[src/rtl/fpnew_norm_roundprep.sv]
// rtl/fpnew_norm_roundprep.sv - iterative mantissa normalizer producing round/sticky bits for a rounder.
// Optional macro FPNEW_NORM_ROUNDPREP_LZC_EN: full leading-zero count, single-step normalization.
module fpnew_norm_roundprep #(
  parameter int InWidth   = 48,
  parameter int PrecBits  = 24,
  parameter int ExpWidth  = 10,
  parameter int ShiftStep = 4
) (
  input  logic                clk_i,
  input  logic                rst_i,
  input  logic [InWidth-1:0]  mant_i,
  input  logic [ExpWidth-1:0] exp_i,
  input  logic                sign_i,
  input  logic                sticky_i,
  input  logic                in_valid_i,
  output logic                in_ready_o,
  output logic [PrecBits-1:0] mant_o,
  output logic [ExpWidth-1:0] exp_o,
  output logic                sign_o,
  output logic [1:0]          round_sticky_bits_o,
  output logic                out_valid_o,
  input  logic                out_ready_i
);

  localparam int LzW = $clog2(InWidth + 1);
  localparam int LW  = ((LzW > ExpWidth) ? LzW : ExpWidth) + 1;

  typedef enum logic [1:0] {IDLE, SHIFT, DONE} state_t;

  state_t              r_state;
  logic [InWidth-1:0]  r_mant;
  logic [ExpWidth-1:0] r_exp;
  logic                r_sign;
  logic                r_sticky;

  logic [LzW-1:0]      w_lz;
  logic                w_found;
  logic [ExpWidth-1:0] w_explim;
  logic [LW-1:0]       w_lz_x;
  logic [LW-1:0]       w_explim_x;
  logic [LW-1:0]       w_lim;
  logic [LW-1:0]       w_s;
  logic                w_done;
  logic                w_mant_zero;

`ifdef FPNEW_NORM_ROUNDPREP_LZC_EN
  always_comb begin
    w_lz    = '0;
    w_found = 1'b0;
    for (int i = InWidth - 1; i >= 0; i--) begin
      if (!w_found) begin
        if (r_mant[i]) w_found = 1'b1;
        else           w_lz = w_lz + LzW'(1);
      end
    end
  end
`else
  // Only the top ShiftStep+1 bits matter: enough to size this step and tell if it is the last one.
  always_comb begin
    w_lz    = '0;
    w_found = 1'b0;
    for (int i = InWidth - 1; i >= InWidth - 1 - ShiftStep; i--) begin
      if (!w_found) begin
        if (r_mant[i]) w_found = 1'b1;
        else           w_lz = w_lz + LzW'(1);
      end
    end
  end
`endif

  assign w_mant_zero = ~|r_mant;
  assign w_explim    = (r_exp == '0) ? '0 : r_exp - ExpWidth'(1);
  assign w_lz_x      = LW'(w_lz);
  assign w_explim_x  = LW'(w_explim);
  assign w_lim       = w_mant_zero ? '0 : ((w_lz_x < w_explim_x) ? w_lz_x : w_explim_x);

`ifdef FPNEW_NORM_ROUNDPREP_LZC_EN
  assign w_s    = w_lim;
  assign w_done = 1'b1;
`else
  assign w_s    = (w_lim < LW'(ShiftStep)) ? w_lim : LW'(ShiftStep);
  assign w_done = (w_lim <= LW'(ShiftStep));
`endif

  always_ff @(posedge clk_i) begin
    if (rst_i) begin
      r_state  <= IDLE;
      r_mant   <= '0;
      r_exp    <= '0;
      r_sign   <= 1'b0;
      r_sticky <= 1'b0;
    end else begin
      case (r_state)
        IDLE: begin
          if (in_valid_i) begin
            r_mant   <= mant_i;
            r_exp    <= exp_i;
            r_sign   <= sign_i;
            r_sticky <= sticky_i;
            r_state  <= SHIFT;
          end
        end
        SHIFT: begin
          r_mant <= r_mant << w_s;
          r_exp  <= r_exp - ExpWidth'(w_s);
          if (w_done) r_state <= DONE;
        end
        DONE: begin
          if (out_ready_i) r_state <= IDLE;
        end
        default: r_state <= IDLE;
      endcase
    end
  end

  assign in_ready_o  = (r_state == IDLE);
  assign out_valid_o = (r_state == DONE);
  assign mant_o      = r_mant[InWidth-1 -: PrecBits];
  // A cleared hidden bit means the exponent floor was hit: report denormal/zero.
  assign exp_o       = r_mant[InWidth-1] ? r_exp : '0;
  assign sign_o      = r_sign;
  assign round_sticky_bits_o = {r_mant[InWidth-PrecBits-1],
                                (|r_mant[InWidth-PrecBits-2:0]) | r_sticky};

endmodule

[config.mk]
export PLATFORM = sky130hd
export DESIGN_NAME = fpnew_norm_roundprep
export DESIGN_NICKNAME = d
export VERILOG_FILES = /design/src/rtl/fpnew_norm_roundprep.sv
export SDC_FILE = /design/constraint.sdc
export NUM_CORES = 1
export LEC_CHECK = 0
export ABC_CLOCK_PERIOD_IN_PS = 5700
export CELL_PAD_IN_SITES_DETAIL_PLACEMENT = 1
export CELL_PAD_IN_SITES_GLOBAL_PLACEMENT = 1
export CORE_MARGIN = 10
export CORE_UTILIZATION = 36
export DETAILED_ROUTE_END_ITERATION = 12
export MAX_ROUTING_LAYER = met4
export PLACE_DENSITY_LB_ADDON = 0.1
export SETUP_SLACK_MARGIN = 0.5
export SYNTH_ARGS = -nofsm -noshare
export SYNTH_HDL_FRONTEND = slang
export SYNTH_SLANG_ARGS = --single-unit
[constraint.sdc]
create_clock -name clk_i -period 5.7 [get_ports clk_i]
set_input_delay 1.71 -clock clk_i [delete_from_list [all_inputs] [get_ports clk_i]]
set_output_delay 1.71 -clock clk_i [all_outputs]
set_load 0.01 [all_outputs]
==> metrics.cfg <==
[cells_and_area]
drive_gt1_share_pct=17.3
fin_util_pct=47.5
multiInputGateArea_mm2=0.00452
finalNetCount=925
syn_to_final_growth_pct=29.5
regArea_mm2=0.00125
n_fill_cell=1931

[setup_path]
worst_setup_path_start_kind=flop
cp.arrival_ns=5.61
crit_top_cell=ha_1
critPathMaxStageDelay_ns=0.37
path_class=flop to flop
worst-path-max-fanout=4
critical_path_buf_inv_count=2
crit_slowest_cell=dfxtp_4
required_ns=5.94
critical-path-top-delay-family=compound AO/OA/AOI/OAI gates
endpoint_kind=flop

[synthesis]
ys_seq_area_share_pct=20.5
yosysMostFrequentCell=mux2i_1
synth_warnings=0
avgSynthCellArea_um2=7.88
synth_fa_ha_area_share_pct=3.84
ys_top_cells_by_count=mux2i_1, dfxtp_1, nor2_1
synth_area_leaders=dfxtp_1, mux2i_1, a221oi_2, a21oi_1, o21ai_0
synth_top_family_by_area=compound AO/OA/AOI/OAI gates
synth-seq-cells=62
synth_cells=769
netlist_area_mm2=0.00606
synth-compound-area-share_pct=37.0
synth_xor_area_share_pct=0.578
synth_edf_count=0
muxShareOfSynthArea_pct=11.7
synth-main-ff-cell=dfxtp_1
synth_top_area_share_pct=20.5
async_reset_ff_share_pct=0
yosys.area_share.simple_pct=16.3
yosys.cell_types.count=69
yosysTopAreaCell=dfxtp_1

[detailed_routing]
routed_wl_um=24200
drtPass1Iterations=4
wl_per_cell_um=22.7
first_iter_violations=488
detail-route-antenna-nets=0
vias=6565
drc=0
via_per_inst=6.14

[outcome]
outcome=completed

[clock_network]
numCtsBuffers=9
tritoncts=built
clock_sinks=62
ctsHoldBuffers=0
htreeDepth=3
clk_latency_ns=0.35
cts_root_buffer=clkbuf_16
clock_path_buffers=2
clkTransAtPathRegs_ns=0.06

[die]
initial_utilization_pct=36.7
dieWidth_um=150
core_area_mm2=0.0165
io_pins=103
row_count=47
die_h_um=150
die_area_mm2=0.0224

[place]
pre_cts_ws_ns=-0.0185
post-dp-hpwl_um=16200
gp_routability_congestion=0.888
portBuffers=102

[timing]
slew_viol_final=0
fin_crit_sh_pct=94.1
worstMarginPinSlew_ns=1.01
slew_headroom_pct=32.1
setup_viol=0
fmaxAchievable_mhz=186
fin_ws_ns=0.336
fin_skew_ns=0.00865
layout_min_cycle_time_ns=5.36
rsz0062_at_grt=yes
hold_violations=0

[grt]
grt-ovfl-total=0
grt_max_degree=60
grt_usage_pct=21.4
grt_pass1_vias=6715
antenna_found_initial=1
grt_pass1_wl_um=38000

[min_path]
hp-class=flop to flop

[flow_run]
cap_violations=0

[final timing paths]
check	from	end	slack, ns	cells after the start
worst max-delay path	r_mant[46]	r_exp[8]	0.34	27
worst min-delay path	sign_o	sign_o	0.47	2
worst max register to register	r_mant[46]	r_exp[8]	0.34	27
worst min register to register	sign_o	sign_o	0.47	2
[worst min-delay path: cells and delay by family, from the launching register on]
kind / cells / cell delay (ns)
compound gates: 1 / 0.06
simple gates: 1 / 0.05
flops: 1 / 0.30
[registers in the layout, indices dropped and copies added (netlist names)]
register	count
r_state	2
r_exp	10
r_mant	48
sign_o	1
r_sticky	1
[stage by stage]
step / std cells / area, µm² / TNS [ns] / hold WS, ns
2_1_floorplan: 774 / 6170 / 0 / 0.432
3_3_place_gp: 1022 / 7110 / 0 / 0.443
3_5_place_dp: 1022 / 7110 / -0.0185 / 0.463
4_1_cts: 1060 / 7650 / 0 / 0.470
5_1_grt: 1069 / 7850 / 0 / 0.501
6_report: 1069 / 7850 / 0 / 0.472
[timing repair]
item,4_1_cts,5_1_grt
endpoints found under the setup margin,5,39
buffers inserted,22,8
gates resized for setup,18,28
pin swaps,30,33
[cell usage in the layout (no fill, tap or decap), drive strengths merged, types with 3 or more instances in the layout]
cell,n
o311a,3
o21a,7
nand4,4
conb,6
a221oi,26
nor3,19
xor2,3
ha,17
nor4,11
a21o,20
mux2,5
inv,19
a21oi,58
mux2i,65
clkbuf,14
clkdlybuf4s50,101
dfxtp,62
a211oi,25
o22a,14
and2,9
nor2,58
nand2b,3
a221o,23
a2111oi,3
nand3,29
a21boi,6
o211ai,5
and3,5
or3,4
nor2b,11
a31oi,30
buf,54
nand2,37
a31o,5
o21ai,53
nor3b,3
[metal layers]
| metal | GRT usage (%) | vias up | routed length (µm) |
|---|---|---|---|
| met3 | 3.11 | 35 | 1130 |
| met5 | - | - | 0 |
| met2 | 32.4 | 168 | 11200 |
| met4 | 8.50 | 0 | 562 |
| met1 | 28.2 | 3290 | 11300 |
| li1 | - | 3072 | - |
[area by class of cell]
class	count	area share [%]
Tap cell	220	3.51
Multi-Input combinational cell	596	57.5
Antenna cell	1	0.0319
Clock inverter	2	0.175
Clock buffer	14	3.49
Sequential cell	62	15.9
Inverter	19	1.00
Timing Repair Buffer	155	18.3
[cells by family (layout without fill, tap and decap cells)]
logic type	after synthesis	in the layout
other	1	7
flip-flops	62	62
adder cells (fa/ha/maj)	18	18
AND/OR/NAND/NOR	199	199
XOR/XNOR	4	4
buffers and inverters	116	190
AO/OA/AOI/OAI	299	299
multiplexers	70	70
Power is left out: the tool's default activity adds up to more than one toggle a clock period on the data nets, which glitch-free logic cannot reach.
